File: src/rtl/issue_credit_ctrl_pkg.sv
// Shared constants and FSM encoding for the issue-stage credit controller.
package issue_credit_ctrl_pkg;

  localparam int ROB_IDX_W     = 6;
  localparam int ROB_DEPTH_DEF = 64;
  localparam int RS_DEPTH_DEF  = 16;
  localparam int LSB_DEPTH_DEF = 16;
  localparam int ROB_CNT_W     = 7;
  localparam int RS_CNT_W      = 5;
  localparam int LSB_CNT_W     = 5;
  localparam int HOLD_W        = 4;

  typedef enum logic {
    ST_RUN  = 1'b0,
    ST_HOLD = 1'b1
  } issue_state_e;

endpackage

File: src/rtl/issue_credit_ctrl_counter.sv
// Occupancy counter for one issue target: +1 on issue, -1 on release, cleared by flush.
module credit_counter #(
  parameter int DEPTH = 16,
  parameter int W     = 5
) (
  input  logic         clk,
  input  logic         rst_n,
  input  logic         en,
  input  logic         inc,
  input  logic         dec,
  input  logic         clr,
  output logic [W-1:0] cnt,
  output logic         full,
  output logic         uflow
);

  logic         dec_ok;
  logic [W-1:0] cnt_nxt;

  // A release against an empty counter is dropped and reported instead.
  assign dec_ok = dec && (cnt != '0);
  assign uflow  = en && !clr && dec && (cnt == '0);
  assign full   = (cnt == W'(DEPTH));

  always_comb begin
    cnt_nxt = cnt;
    if (clr)
      cnt_nxt = '0;
    else if (inc && !dec_ok)
      cnt_nxt = cnt + W'(1);
    else if (!inc && dec_ok)
      cnt_nxt = cnt - W'(1);
  end

  always_ff @(posedge clk or negedge rst_n) begin
    if (!rst_n)
      cnt <= '0;
    else if (en)
      cnt <= cnt_nxt;
  end

endmodule

File: src/rtl/issue_credit_ctrl.sv
// Issue-stage flow control: grants IF's instruction when ROB and RS/LSB have room,
// owns the ROB tail, and forces a short stall window after a flush.
module issue_credit_ctrl
  import issue_credit_ctrl_pkg::*;
#(
  parameter int ROB_DEPTH  = ROB_DEPTH_DEF,
  parameter int RS_DEPTH   = RS_DEPTH_DEF,
  parameter int LSB_DEPTH  = LSB_DEPTH_DEF,
  parameter int FLUSH_HOLD = 2
) (
  input  logic                 clk,
  input  logic                 rst_n,
  input  logic                 rdy,
  input  logic                 if_valid,
  input  logic                 if_is_mem,
  output logic                 issue_grant,
  output logic [ROB_IDX_W-1:0] issue_rob_idx,
  input  logic                 rob_commit,
  input  logic                 rs_free,
  input  logic                 lsb_free,
  input  logic                 flush,
  output logic [ROB_CNT_W-1:0] rob_cnt,
  output logic [RS_CNT_W-1:0]  rs_cnt,
  output logic [LSB_CNT_W-1:0] lsb_cnt,
  output logic                 stall,
  output logic                 underflow_err
);

  localparam logic [HOLD_W-1:0]    HOLD_LAST = HOLD_W'(FLUSH_HOLD - 1);
  localparam logic [ROB_IDX_W-1:0] TAIL_LAST = ROB_IDX_W'(ROB_DEPTH - 1);

  issue_state_e         state, state_nxt;
  logic [HOLD_W-1:0]    hold_cnt, hold_nxt;
  logic [ROB_IDX_W-1:0] tail;
  logic                 clr;
  logic                 rob_full, rs_full, lsb_full;
  logic                 rob_uf, rs_uf, lsb_uf;
  logic                 credit_ok;

  assign clr       = rdy && flush;
  assign credit_ok = !rob_full && (if_is_mem ? !lsb_full : !rs_full);

  // Gated by rst_n so nothing is granted while reset is held.
  assign issue_grant   = rst_n && rdy && (state == ST_RUN) && !flush && if_valid && credit_ok;
  assign stall         = rst_n && if_valid && !issue_grant;
  assign issue_rob_idx = tail;

  credit_counter #(.DEPTH(ROB_DEPTH), .W(ROB_CNT_W)) u_rob_cnt (
    .clk(clk), .rst_n(rst_n), .en(rdy), .inc(issue_grant), .dec(rob_commit),
    .clr(clr), .cnt(rob_cnt), .full(rob_full), .uflow(rob_uf)
  );

  credit_counter #(.DEPTH(RS_DEPTH), .W(RS_CNT_W)) u_rs_cnt (
    .clk(clk), .rst_n(rst_n), .en(rdy), .inc(issue_grant && !if_is_mem), .dec(rs_free),
    .clr(clr), .cnt(rs_cnt), .full(rs_full), .uflow(rs_uf)
  );

  credit_counter #(.DEPTH(LSB_DEPTH), .W(LSB_CNT_W)) u_lsb_cnt (
    .clk(clk), .rst_n(rst_n), .en(rdy), .inc(issue_grant && if_is_mem), .dec(lsb_free),
    .clr(clr), .cnt(lsb_cnt), .full(lsb_full), .uflow(lsb_uf)
  );

  // A flush in either state (re)loads the hold window.
  always_comb begin
    state_nxt = state;
    hold_nxt  = hold_cnt;
    if (rdy) begin
      if (flush) begin
        state_nxt = ST_HOLD;
        hold_nxt  = HOLD_LAST;
      end else if (state == ST_HOLD) begin
        if (hold_cnt == '0)
          state_nxt = ST_RUN;
        else
          hold_nxt = hold_cnt - HOLD_W'(1);
      end
    end
  end

  always_ff @(posedge clk or negedge rst_n) begin
    if (!rst_n) begin
      state    <= ST_RUN;
      hold_cnt <= '0;
    end else begin
      state    <= state_nxt;
      hold_cnt <= hold_nxt;
    end
  end

  always_ff @(posedge clk or negedge rst_n) begin
    if (!rst_n)
      tail <= '0;
    else if (rdy) begin
      if (flush)
        tail <= '0;
      else if (issue_grant)
        tail <= (tail == TAIL_LAST) ? '0 : tail + ROB_IDX_W'(1);
    end
  end

  always_ff @(posedge clk or negedge rst_n) begin
    if (!rst_n)
      underflow_err <= 1'b0;
    else if (rdy && (rob_uf || rs_uf || lsb_uf))
      underflow_err <= 1'b1;
  end

endmodule

File: config.mk
export PLATFORM = sky130hd
export DESIGN_NAME = issue_credit_ctrl
export DESIGN_NICKNAME = d
export VERILOG_FILES = /design/src/rtl/issue_credit_ctrl_pkg.sv /design/src/rtl/issue_credit_ctrl_counter.sv /design/src/rtl/issue_credit_ctrl.sv
export SDC_FILE = /design/constraint.sdc
export NUM_CORES = 1
export LEC_CHECK = 0
export ABC_AREA = 1
export CORE_UTILIZATION = 40
export DETAILED_ROUTE_END_ITERATION = 10
export PLACE_DENSITY = 0.67
export SYNTH_ARGS = -nofsm -noshare
export SYNTH_HDL_FRONTEND = slang
export SYNTH_SLANG_ARGS = --single-unit
File: constraint.sdc
create_clock -name clk -period 2.9 [get_ports clk]
set_input_delay 0.435 -clock clk [delete_from_list [all_inputs] [get_ports clk]]
set_output_delay 0.435 -clock clk [all_outputs]
set_load 0.01 [all_outputs]
======== Yosys cells after proc, flatten, opt, wreduce, memory -nomap -nowiden ========
Cells that the tools add are included.
cells by class
  muxes and demuxes ....................... 19
  reduce and logical (&&, ||, !) cells .... 59
  bitwise operators ....................... 1
  add/subtract/negate cells ............... 8
  equality and inequality tests ........... 5
operators by type and width
  kind                   count
  $mux W5                6
  $logic_and A1 B1 Y1    28
  $mux W7                3
  $mux W6                3
  $logic_not A1 Y1       12
  $mux W4                3
  $add A5 B1 Y5 const B  2
  $eq A5 B5 Y1 const B   2
  $logic_not A5 Y1       2
  $reduce_bool A5 Y1     2
  $sub A5 B1 Y5 const B  2
  $reduce_bool A3 Y1     3
  $reduce_and A2 Y1      4
  $add A7 B1 Y7 const B  1
  $eq A7 B7 Y1 const B   1
  $logic_not A7 Y1       1
  $reduce_bool A7 Y1     1
  $sub A7 B1 Y7 const B  1
  $add A6 B1 Y6 const B  1
  $eq A6 B6 Y1 const B   1
  $logic_not A4 Y1       1
  $mux W1                4
  $reduce_bool A2 Y1     2
  $sub A4 B1 Y4 const B  1
  4 further kinds        5
storage, ports and cells
  bits of input ports ..................... 9
  word-level logic and storage cells ...... 99
  bits in registers ....................... 29

======== Logic depth before layout (Yosys ltp) ========
Gate-level depths: netlist of run 1.
  word-level depth ........................ 11
  depth in mapped cells ................... 18
  depth with buffers taken out ............ 17

======== Modules after synthesis ========
From an unflattened synthesis of run 1, not the netlist that was laid out.
unflattened totals
  cells, all modules ...................... 322
  area, all modules ....................... 2352.3 sq um
modules (own cells, without submodules)
  module                          sequential area each (sq um)  times used  area an instance (sq um)  cells each
  credit_counter (u_lsb_cnt ...)  125.1                         2           452.9                     61
  issue_credit_ctrl               300.3                         1           775.7                     110
  credit_counter (u_rob_cnt)      175.2                         1           670.6                     90

======== Least setup slack after synthesis of run 1 ========
OpenSTA, ideal clock, no wires.
  kind .................................... input to register
  from .................................... in rdy
  to ...................................... reg u_rob_cnt.cnt[6]
  required time ........................... 2.778 ns
  stages on the path ...................... 16
  setup slack ............................. 0.631 ns
  arrival time ............................ 2.147 ns
  library setup time ...................... 0.122 ns
  cells stage by stage .................... buf_6 -> nand3_1 -> nor2_2 -> nand2_1 -> nor2_4 -> nand2_4 -> ha_1 -> a21oi_1 -> nand2_1 -> nand2_1 -> nand2_1 -> a21o_1 -> inv_1 -> nand2_1 -> nand2_1 -> o21ai_1
on the way
  longest elaborated chain between the ends .. 9
ends and longest elaborated chain
  element                             line                             source
  start: declaration                  issue_credit_ctrl.sv:13          input logic rdy,
  $logic_and A1 B1 Y1 * (5 in a row)  issue_credit_ctrl.sv:44          assign issue_grant = rst_n && rdy && (state == ST_RUN) && !flush && if_valid && credit_ok;
  net issue_grant                     issue_credit_ctrl.sv:16          output logic issue_grant,
  $logic_not A1 Y1                    issue_credit_ctrl_counter.sv:31  else if (!inc && dec_ok)
  $logic_and A1 B1 Y1                 issue_credit_ctrl_counter.sv:31
  $reduce_bool A3 Y1 (no line)        --
  $reduce_and A2 Y1 (no line)         --
  end signal: assignment              issue_credit_ctrl_counter.sv:39  cnt <= cnt_nxt;
  end: declaration                    issue_credit_ctrl_counter.sv:12  output logic [W-1:0] cnt,
Mark *: on every way through the listed nets, which the timed path passes. The rest lies on a longest branch.
A chain may end at the register's enable or synchronous reset.

======== Final worst setup path of run 1 ========
  from .................................... in if_is_mem
  to ...................................... out stall
on the way
  longest elaborated chain between the ends .. 5
ends and longest elaborated chain
  element              line                     source
  start: declaration   issue_credit_ctrl.sv:15  input logic if_is_mem,
  $mux W1              issue_credit_ctrl.sv:41  assign credit_ok = !rob_full && (if_is_mem ? !lsb_full : !rs_full);
  $logic_and A1 B1 Y1  issue_credit_ctrl.sv:41
  $logic_and A1 B1 Y1  issue_credit_ctrl.sv:44
  $logic_not A1 Y1     issue_credit_ctrl.sv:45  assign stall = rst_n && if_valid && !issue_grant;
  $logic_and A1 B1 Y1  issue_credit_ctrl.sv:45
  end: declaration     issue_credit_ctrl.sv:25  output logic stall,
Every way passes these cells.

==> key figures, run 1 <==
Status
  – Outcome: completed

Global routing
  – Largest net degree at the start of global routing: 30
  – Most Used Layer, Global Route: met1
  – Vias in the first global route: 1744
  – Met2 Use GR: 0.280
  – First-pass GRT wire length: 8.00 mm
  – Initial antenna violation count: 0
  – Met1 Usage GRT: 0.282
  – Remaining global-route overflow: 0
  – Met3 usage: 0.0442
  – Gr usage total: 0.191

STA
  – Fmax achieved: 0.372 GHz
  – Headroom to the max-slew limit: 0.749
  – Fin worst setup slack: 0.209 ns
  – Worst-Margin Slew: 0.376 ns
  – RSZ-0062 raised after global routing: false
  – Fin crit period: 2.69 ns
  – Endpoints failing setup: 0
  – TNS Setup: 0 ns
  – Fin crit share: 0.928
  – Slew Viols, Final: 0
  – Clk_skew: 0.00936 ns
  – Hold Vio Cnt, Final: 0

Synth
  – Yosys cell types: 34
  – Synth Net Count: 304
  – Post-Syn Instances: 276
  – Post-Syn Area: 2120 sq um
  – Syn. warnings: 0
  – Avg Inst Size Synth: 7.67 sq um
  – Sequential cell area fraction in the yosys report: 0.343
  – Post-synthesis register bit count: 29

Clock network
  – Reg clk slew, reported paths: 0.06 ns
  – Hold_buf cts: 0
  – Worst-case clock buffer depth: 2
  – Total CTS buffers: 5
  – Post-cts repair resize count: 0
  – Clock Sinks: 29
  – Cell chosen for the clock root: clkbuf_8
  – Max H-tree Level: 2
  – Clock Latency Late Sink: 0.28 ns
  – CTS tree: yes
  – # Post-CTS Setup Buffers: 0

Critical path
  – Worst reg2reg path depth: 15
  – Critical Path Source Type: input port
  – CP required: 2.47 ns
  – WP data arrival: 2.26 ns
  – Top delay family on crit path: buffers and inverters
  – Critical Path End Type: output pin
  – Critical path peak fanout: 5
  – WS Path Type: in2out
  – CP Cell Sequence: clkdlybuf4s50_1 -> nand2_1 -> nand3b_1 -> nand2_1 -> nor2_4 -> buf_4 -> nor2_1 -> clkdlybuf4s50_1
  – CP Depth: 8
  – CP max stage cell: clkdlybuf4s50_1
  – Slowest stage delay, CP: 0.58 ns
  – CP bufs+invs: 3

Detailed routing
  – Via density per instance: 4.84
  – Via count: 1902
  – Iteration count of the initial detailed-routing pass: 4
  – Remaining antenna violation count: 0
  – Drt initial violations: 98
  – Routed len/inst: 11.8 um
  – Routed WL: 4.64 mm
  – DRC Markers: 0

Min path
  – HP Class: reg2reg
  – Hold path depth: 1

Pwr
  – Power, Total: 2.44 mW
  – Pleak: 1.29 nW
  – Share of total power in combinational logic: 0.553
  – Cell Int Power: 1.40 mW
  – Clock power share: 0.148
  – Net Sw Frac: 0.425
  – Pwr per Cell Area: 910 nW/um^2
  – Sequential power share: 0.299
  – Switching power: 1.04 mW
  – Worst vdd ir: 490 uV

Final layout
  – Nets: 350
  – N_diodes: 0
  – Layout area overhead: 26.7%
  – Share of layout cells above drive strength 1: 0.118

Flow run
  – Max Cap Violations: 0

Floorplan
  – Io pins: 35
  – Starting Density: 0.415
  – Die area: 5590 sq um
  – Die height: 74.8 um
  – Core Region: 5110 sq um
  – # rows: 26
  – Chip Width: 74.8 um

Place
  – Port Buf Inserts: 34
  – DP Worst Slack: 0.0689 ns
  – Hpwl dp: 3.62 mm
  – RD Place Congestion: 0.855
-- cell families (layout without fill, tap and decap cells) --
family / count (synthesis) / count (layout) / synth area share
AO/OA/AOI/OAI: 41 / 41 / 0.110
XOR/XNOR: 8 / 8 / 0.0331
adder cells (fa/ha/maj): 19 / 19 / 0.123
buffers and inverters: 34 / 81 / 0.0644
flip-flops: 29 / 29 / 0.343
AND/OR/NAND/NOR: 145 / 145 / 0.327
-- per-stage QoR --
stage | util | instances | area [sq um] | hold WS [ns]
after floorplan | - | 276 | 2120 | 0.139
after global placement | 0.505 | 385 | 2580 | 0.490
after detailed placement | 0.505 | 385 | 2580 | 0.488
after CTS | 0.525 | 393 | 2680 | 0.502
after global routing | 0.525 | 393 | 2680 | 0.522
final | 0.525 | 393 | 2680 | 0.496
-- placed cells by master (no fill, tap or decap), types with 2 or more instances in the layout --
cell type / count
o21ai_1: 11
nand4_1: 4
a21oi_1: 8
a21o_1: 2
nor3_1: 3
dfrtp_1: 29
clkdlybuf4s50_1: 34
fa_1: 3
inv_2: 2
ha_1: 16
nor2_2: 4
nand3_2: 6
nor2_1: 21
nand2_2: 4
a31oi_1: 3
xnor2_1: 3
nand2_4: 2
nand2_1: 74
nor2_4: 2
buf_4: 7
nand3b_1: 2
o21ai_0: 11
nand3_1: 20
clkbuf_8: 7
xor2_1: 5
inv_1: 30
-- power groups by stage --
stage,combinational (mW),clock (mW),sequential (mW)
after floorplan,0.893,0,0.745
after global placement,1.33,0,0.735
after detailed placement,1.36,0,0.734
after CTS,1.36,0.373,0.731
after global routing,1.59,0.389,0.758
final,1.35,0.362,0.730
-- worst paths after layout --
path / start / end / slack [ns]
worst min register to register: underflow_err / underflow_err / 0.50
min in group asynchronous: rst_n / u_lsb_cnt.cnt[0] / 0.60
worst max register to register: u_rob_cnt.cnt[0] / u_lsb_cnt.cnt[4] / 0.63
max in group asynchronous: rst_n / u_rob_cnt.cnt[4] / 2.02
worst min-delay path: underflow_err / underflow_err / 0.50
worst max-delay path: if_is_mem / stall / 0.21
-- layout make-up --
cell class                      instances  area [sq um]
Clock buffer                            7          96.3
Clock inverter                          1          5.00
Fill cell                             510          2420
Inverter                               32           120
Multi-Input combinational cell        213          1250
Sequential cell                        29           726
Tap cell                               70          87.6
Timing Repair Buffer                   41           393
-- routing by layer --
layer  vias to the layer above  part of all wire
li1                        997                 -
met1                       869              0.51
met2                        31              0.44
met3                         5             0.042
met4                         0             0.010
met5                         -                 0
-- Yosys cell counts, drive strengths merged --
master,n,area share
inv,32,0.057
nand3b,2,0.0071
o21bai,2,0.0089
o31ai,1,0.0035
nor3,3,0.0071
nand3,26,0.076
buf,2,0.0077
a21boi,1,0.0035
xnor2,3,0.012
xor2,5,0.021
o22a,1,0.0041
or2,1,0.0030
ha,16,0.095
a21oi,8,0.019
nand2,80,0.15
dfrtp,29,0.34
fa,3,0.028
o22ai,1,0.0030
a31oi,3,0.0089
a21o,2,0.0071
nor2,27,0.060
nand4,5,0.018
or3,1,0.0030
o21ai,22,0.052
-- state kept, by name, summed over array words and instances, names as in the netlist --
register,cells
u_lsb_cnt.cnt,5
hold_cnt,4
state,1
issue_rob_idx,6
underflow_err,1
u_rs_cnt.cnt,5
u_rob_cnt.cnt,7
Power figures use the tool's default switching activity.
==> run 2: changes to the inputs <==
Settings changed: SETUP_SLACK_MARGIN from default to 0.2.
==> key figures, run 2 (same netlist as run 1, synthesis figures left out) <==
Status
  – Outcome: completed (unchanged)

Pwr
  – Power, Total: 2.47 mW (was 2.44 mW)
  – Pleak: 1.32 nW (was 1.29 nW)
  – Sequential power share: 0.297 (was 0.299)
  – Net Sw Frac: 0.425 (about the same)
  – Worst vdd ir: 543 uV (was 490 uV)
  – Cell Int Power: 1.42 mW (was 1.40 mW)
  – Share of total power in combinational logic: 0.557 (was 0.553)
  – Pwr per Cell Area: 907 nW/um^2 (was 910 nW/um^2)
  – Switching power: 1.05 mW (was 1.04 mW)
  – Clock power share: 0.146 (was 0.148)

Clock network
  – Worst-case clock buffer depth: 2 (unchanged)
  – # Post-CTS Setup Buffers: 0 (unchanged)
  – Total CTS buffers: 5 (unchanged)
  – CTS tree: yes (unchanged)
  – Cell chosen for the clock root: clkbuf_8 (unchanged)
  – Max H-tree Level: 2 (unchanged)
  – Clock Sinks: 29 (unchanged)
  – Clock Latency Late Sink: 0.28 ns (about the same)
  – Reg clk slew, reported paths: 0.06 ns (about the same)

STA
  – Slew Viols, Final: 0 (unchanged)
  – Headroom to the max-slew limit: 0.749 (about the same)
  – Worst-Margin Slew: 0.376 ns (about the same)
  – Fin crit period: 2.58 ns (was 2.69 ns)
  – RSZ-0062 raised after global routing: false (unchanged)
  – Fmax achieved: 0.388 GHz (was 0.372 GHz)
  – Hold Vio Cnt, Final: 0 (unchanged)
  – TNS Setup: 0 ns (unchanged)
  – Endpoints failing setup: 0 (unchanged)
  – Fin crit share: 0.888 (was 0.928)
  – Hold_ws: 0.494 ns (was 0.496 ns)
  – Clk_skew: 0.00987 ns (was 0.00936 ns)

Global routing
  – Vias in the first global route: 1744 (unchanged)
  – First-pass GRT wire length: 8.00 mm (unchanged)
  – Remaining global-route overflow: 0 (unchanged)
  – Gr usage total: 0.191 (unchanged)
  – Initial antenna violation count: 0 (unchanged)
  – Largest net degree at the start of global routing: 30 (unchanged)

Critical path
  – Top delay family on crit path: buffers and inverters (unchanged)
  – CP required: 2.47 ns (about the same)
  – Critical Path Source Type: input port (unchanged)
  – WS Path Type: in2out (unchanged)
  – Critical path peak fanout: 5 (unchanged)
  – R2R setup slack: 0.63 ns (about the same)
  – CP max stage cell: clkdlybuf4s50_1 (unchanged)
  – Critical Path End Type: output pin (unchanged)
  – WP data arrival: 2.14 ns (was 2.26 ns)
  – CP Cell Sequence: clkdlybuf4s50_1 -> nand2_1 -> nor2_2 -> nand2_1 -> nor2_4 -> buf_4 -> clkdlybuf4s50_1 (was clkdlybuf4s50_1 -> nand2_1 -> nand3b_1 -> nand2_1 -> nor2_4 -> buf_4 -> nor2_1 -> clkdlybuf4s50_1)
  – CP bufs+invs: 3 (unchanged)
  – Slowest stage delay, CP: 0.53 ns (was 0.58 ns)

Detailed routing
  – Drt initial violations: 100 (was 98)
  – Via count: 1911 (was 1902)
  – Via density per instance: 4.86 (was 4.84)
  – Routed WL: 4.65 mm (was 4.64 mm)
  – Iteration count of the initial detailed-routing pass: 4 (unchanged)
  – Routed len/inst: 11.8 um (about the same)
  – Remaining antenna violation count: 0 (unchanged)
  – DRC Markers: 0 (unchanged)

Place
  – Placed Area: 2580 sq um (unchanged)
  – RD Place Congestion: 0.855 (unchanged)
  – Hpwl dp: 3.62 mm (unchanged)
  – Port Buf Inserts: 34 (unchanged)
  – Placed cell count: 385 (unchanged)

Final layout
  – Max reg flops: 7 (unchanged)
  – Share of layout cells above drive strength 1: 0.127 (was 0.118)
  – Largest reg by FF count: u_rob_cnt.cnt (unchanged)
  – Layout area overhead: 28.7% (was 26.7%)
  – Nets: 350 (unchanged)
  – Most common cell after layout, fill and taps aside: nand2_1 (unchanged)
  – N_diodes: 0 (unchanged)
  – Design area: 2730 sq um (was 2680 sq um)
  – Most frequent cells in the layout: nand2_1, clkdlybuf4s50_1, inv_1 (unchanged)
  – Fin cells: 393 (unchanged)

Floorplan
  – Chip Width: 74.8 um (unchanged)
  – Starting Density: 0.415 (unchanged)
  – Die area: 5590 sq um (unchanged)
  – Die height: 74.8 um (unchanged)
  – # rows: 26 (unchanged)
  – Core Region: 5110 sq um (unchanged)
  – Io pins: 35 (unchanged)

Flow run
  – Max Cap Violations: 0 (unchanged)

Min path
  – HP Class: reg2reg (unchanged)
run 2: changes by cell type in the layout (fill, tap and decap cells not counted):
cell             before  now
clkdlybuf4s50_1      34   31
dlymetal6s2s_1        0    3
fa_1                  3    2
fa_2                  0    1
ha_1                 16   14
ha_4                  0    2
nand3_2               6    5
nand3_4               0    1
run 2: final timing paths:
path,startpoint,endpoint,cells after the start
min in group asynchronous,rst_n,u_lsb_cnt.cnt[2],2
max reg2reg,u_rob_cnt.cnt[3],u_lsb_cnt.cnt[4],15
max,rst_n,issue_grant,7
max in group asynchronous,rst_n,u_rob_cnt.cnt[4],2
min,underflow_err,underflow_err,1
min reg2reg,underflow_err,underflow_err,1
run 2: layout make-up:
cell class	count	area, sq um
well taps	70	87.6
clock buffers	7	96.3
flip-flops and latches	29	726
inverters	32	120
multi-input cells	213	1290
clock inverters	1	5.00
fillers	505	2380
repair buffers	41	400
run 2: metal layers:
metal  vias up  global-route usage  routed length (um)
met5         -                   0                   0
met4         0              0.0503                  48
met3         5              0.0442                 195
met2        33               0.280                2070
met1       875               0.282                2340
li1        998                   -                   -
run 2: power groups by stage:
stage / Combinational, mW / Clock, mW / Sequential (mW)
2_1_floorplan: 0.893 / 0 / 0.745
3_3_place_gp: 1.33 / 0 / 0.735
3_5_place_dp: 1.36 / 0 / 0.734
4_1_cts: 1.36 / 0.373 / 0.731
5_1_grt: 1.61 / 0.389 / 0.764
6_report: 1.38 / 0.360 / 0.735
run 2: stage by stage:
stage	worst slack, ns	utilization
detailed placement	0.0689	0.505
CTS	0.212	0.525
finish	0.324	0.534
floorplan	0.631	-
global route	0.203	0.534
global placement	0.0892	0.505
run 2: what timing repair did:
action                     CTS  global route
hold buffers                 0             0
gates resized for setup      0             7
setup endpoints to repair    0             5
==> run 3: changes to the inputs <==
Settings changed: CORE_UTILIZATION 40 to 54, PLACE_DENSITY 0.67 to 0.85, TNS_END_PERCENT from default to 100.
==> key figures, run 3 (same netlist as run 1, synthesis figures left out) <==
Status
  – Outcome: completed (unchanged)

Final layout
  – Most frequent cells in the layout: nand2_1, clkdlybuf4s50_1, inv_1 (unchanged)
  – Fin cells: 371 (was 393)
  – Design area: 2660 sq um (was 2730 sq um)
  – Fill cell count: 311 (was 505)
  – Layout area overhead: 25.4% (was 28.7%)
  – Max reg flops: 7 (unchanged)
  – Largest reg by FF count: u_rob_cnt.cnt (unchanged)
  – N_diodes: 0 (unchanged)
  – Share of layout cells above drive strength 1: 0.108 (was 0.127)
  – Most common cell after layout, fill and taps aside: nand2_1 (unchanged)
  – Nets: 350 (unchanged)

STA
  – Fin crit period: 2.58 ns (about the same)
  – RSZ-0062 raised after global routing: false (unchanged)
  – Headroom to the max-slew limit: 0.626 (was 0.749)
  – Hold Vio Cnt, Final: 0 (unchanged)
  – Clk_skew: 0.00385 ns (was 0.00987 ns)
  – Fin crit share: 0.890 (was 0.888)
  – Worst-Margin Slew: 0.560 ns (was 0.376 ns)
  – Endpoints failing setup: 0 (unchanged)
  – Slew Viols, Final: 0 (unchanged)
  – Fmax achieved: 0.388 GHz (about the same)
  – TNS Setup: 0 ns (unchanged)

Pwr
  – Worst vdd ir: 617 uV (was 543 uV)
  – Pleak: 1.29 nW (was 1.32 nW)
  – Pwr per Cell Area: 920 nW/um^2 (was 907 nW/um^2)
  – Power, Total: 2.44 mW (was 2.47 mW)

Detailed routing
  – M1 WL: 2.19 mm (was 2.34 mm)
  – DRC Markers: 0 (unchanged)
  – Iteration count of the initial detailed-routing pass: 4 (unchanged)
  – Routed WL: 4.96 mm (was 4.65 mm)
  – Routed len/inst: 13.4 um (was 11.8 um)
  – Met2 WL: 2.51 mm (was 2.07 mm)
  – Remaining antenna violation count: 0 (unchanged)
  – Via count: 1978 (was 1911)
  – Met3 routed WL: 209 um (was 195 um)
  – Top layer in use: met4 (unchanged)
  – Drt initial violations: 111 (was 100)
  – Via density per instance: 5.33 (was 4.86)

Floorplan
  – Core Region: 3720 sq um (was 5110 sq um)
  – Die area: 4180 sq um (was 5590 sq um)
  – # rows: 22 (was 26)
  – Io pins: 35 (unchanged)
  – Starting Density: 0.570 (was 0.415)
  – Chip Width: 64.6 um (was 74.8 um)
  – Die height: 64.6 um (was 74.8 um)

Place
  – Hpwl dp: 3.78 mm (was 3.62 mm)
  – Placed Area: 2550 sq um (was 2580 sq um)
  – Placed cell count: 363 (was 385)
  – RD Place Congestion: 0.885 (was 0.855)
  – Port Buf Inserts: 34 (unchanged)

Critical path
  – Critical Path Source Type: input port (unchanged)
  – Critical path peak fanout: 5 (unchanged)
  – CP required: 2.47 ns (about the same)
  – WP data arrival: 2.14 ns (about the same)
  – WS Path Type: in2out (unchanged)
  – Critical Path End Type: output pin (unchanged)

Global routing
  – First-pass GRT wire length: 8.32 mm (was 8.00 mm)
  – Initial antenna violation count: 0 (unchanged)
  – Remaining global-route overflow: 0 (unchanged)
  – Gr usage total: 0.260 (was 0.191)
  – Vias in the first global route: 1894 (was 1744)
  – Largest net degree at the start of global routing: 30 (unchanged)

Clock network
  – Hold_buf cts: 0 (unchanged)
  – CTS tree: yes (unchanged)
  – Clock Latency Late Sink: 0.28 ns (about the same)
  – Post-cts repair resize count: 0 (unchanged)
  – Worst-case clock buffer depth: 2 (unchanged)
  – Total CTS buffers: 5 (unchanged)
  – Clock Sinks: 29 (unchanged)
  – Cell chosen for the clock root: clkbuf_8 (unchanged)
  – Max H-tree Level: 2 (unchanged)
  – # Post-CTS Setup Buffers: 0 (unchanged)
  – Reg clk slew, reported paths: 0.06 ns (about the same)

Flow run
  – Max Cap Violations: 0 (unchanged)

Min path
  – HP Class: reg2reg (unchanged)
-- run 3: per-layer routing --
layer / track usage / up-vias
li1: - / 995
met1: 0.316 / 937
met2: 0.442 / 41
met3: 0.0722 / 5
met4: 0.0861 / 0
met5: 0 / -
-- run 3: per-stage QoR --
stage               setup WS [ns]  hold slack (ns)   util
detailed placement         0.0535            0.478  0.687
finish                      0.320            0.500  0.714
global placement            0.137            0.482  0.687
global route                0.241            0.535  0.714
CTS                         0.237            0.495  0.709
floorplan                   0.631            0.139      -
-- run 3: final cells by class --
| cell class | instances | area [sq um] | area share |
|---|---|---|---|
| multi-input cells | 213 | 1270 | 0.479 |
| flip-flops and latches | 29 | 726 | 0.273 |
| repair buffers | 41 | 398 | 0.150 |
| inverters | 32 | 120 | 0.0452 |
| clock buffers | 8 | 80.1 | 0.0302 |
| well taps | 48 | 60.1 | 0.0226 |
-- run 3: power by group --
part | total, mW | internal [mW] | switching [mW]
sequential | 0.728 | 0.549 | 0.180
clock | 0.319 | 0.170 | 0.149
combinational | 1.40 | 0.645 | 0.750
total | 2.44 | 1.36 | 1.08
-- run 3: worst max-delay path, stage by stage --
cell and delay (ns):
clkdlybuf4s50_1 0.48, nand2_1 0.12, nor2_2 0.14, nand2_1 0.09, nor2_4 0.16, buf_4 0.18
clkdlybuf4s50_1 0.53
-- run 3: worst paths after layout --
kind                                  startpoint  slack, ns          endpoint  depth (start not counted)
worst max-delay path                       rst_n       0.32       issue_grant                          7
worst min-delay path               underflow_err       0.50     underflow_err                          1
worst max register to register  u_rob_cnt.cnt[0]       0.49  u_lsb_cnt.cnt[4]                         15
worst min register to register     underflow_err       0.50     underflow_err                          1
max in group asynchronous                  rst_n       2.04  u_rob_cnt.cnt[0]                          2
min in group asynchronous                  rst_n       0.58  u_lsb_cnt.cnt[1]                          2
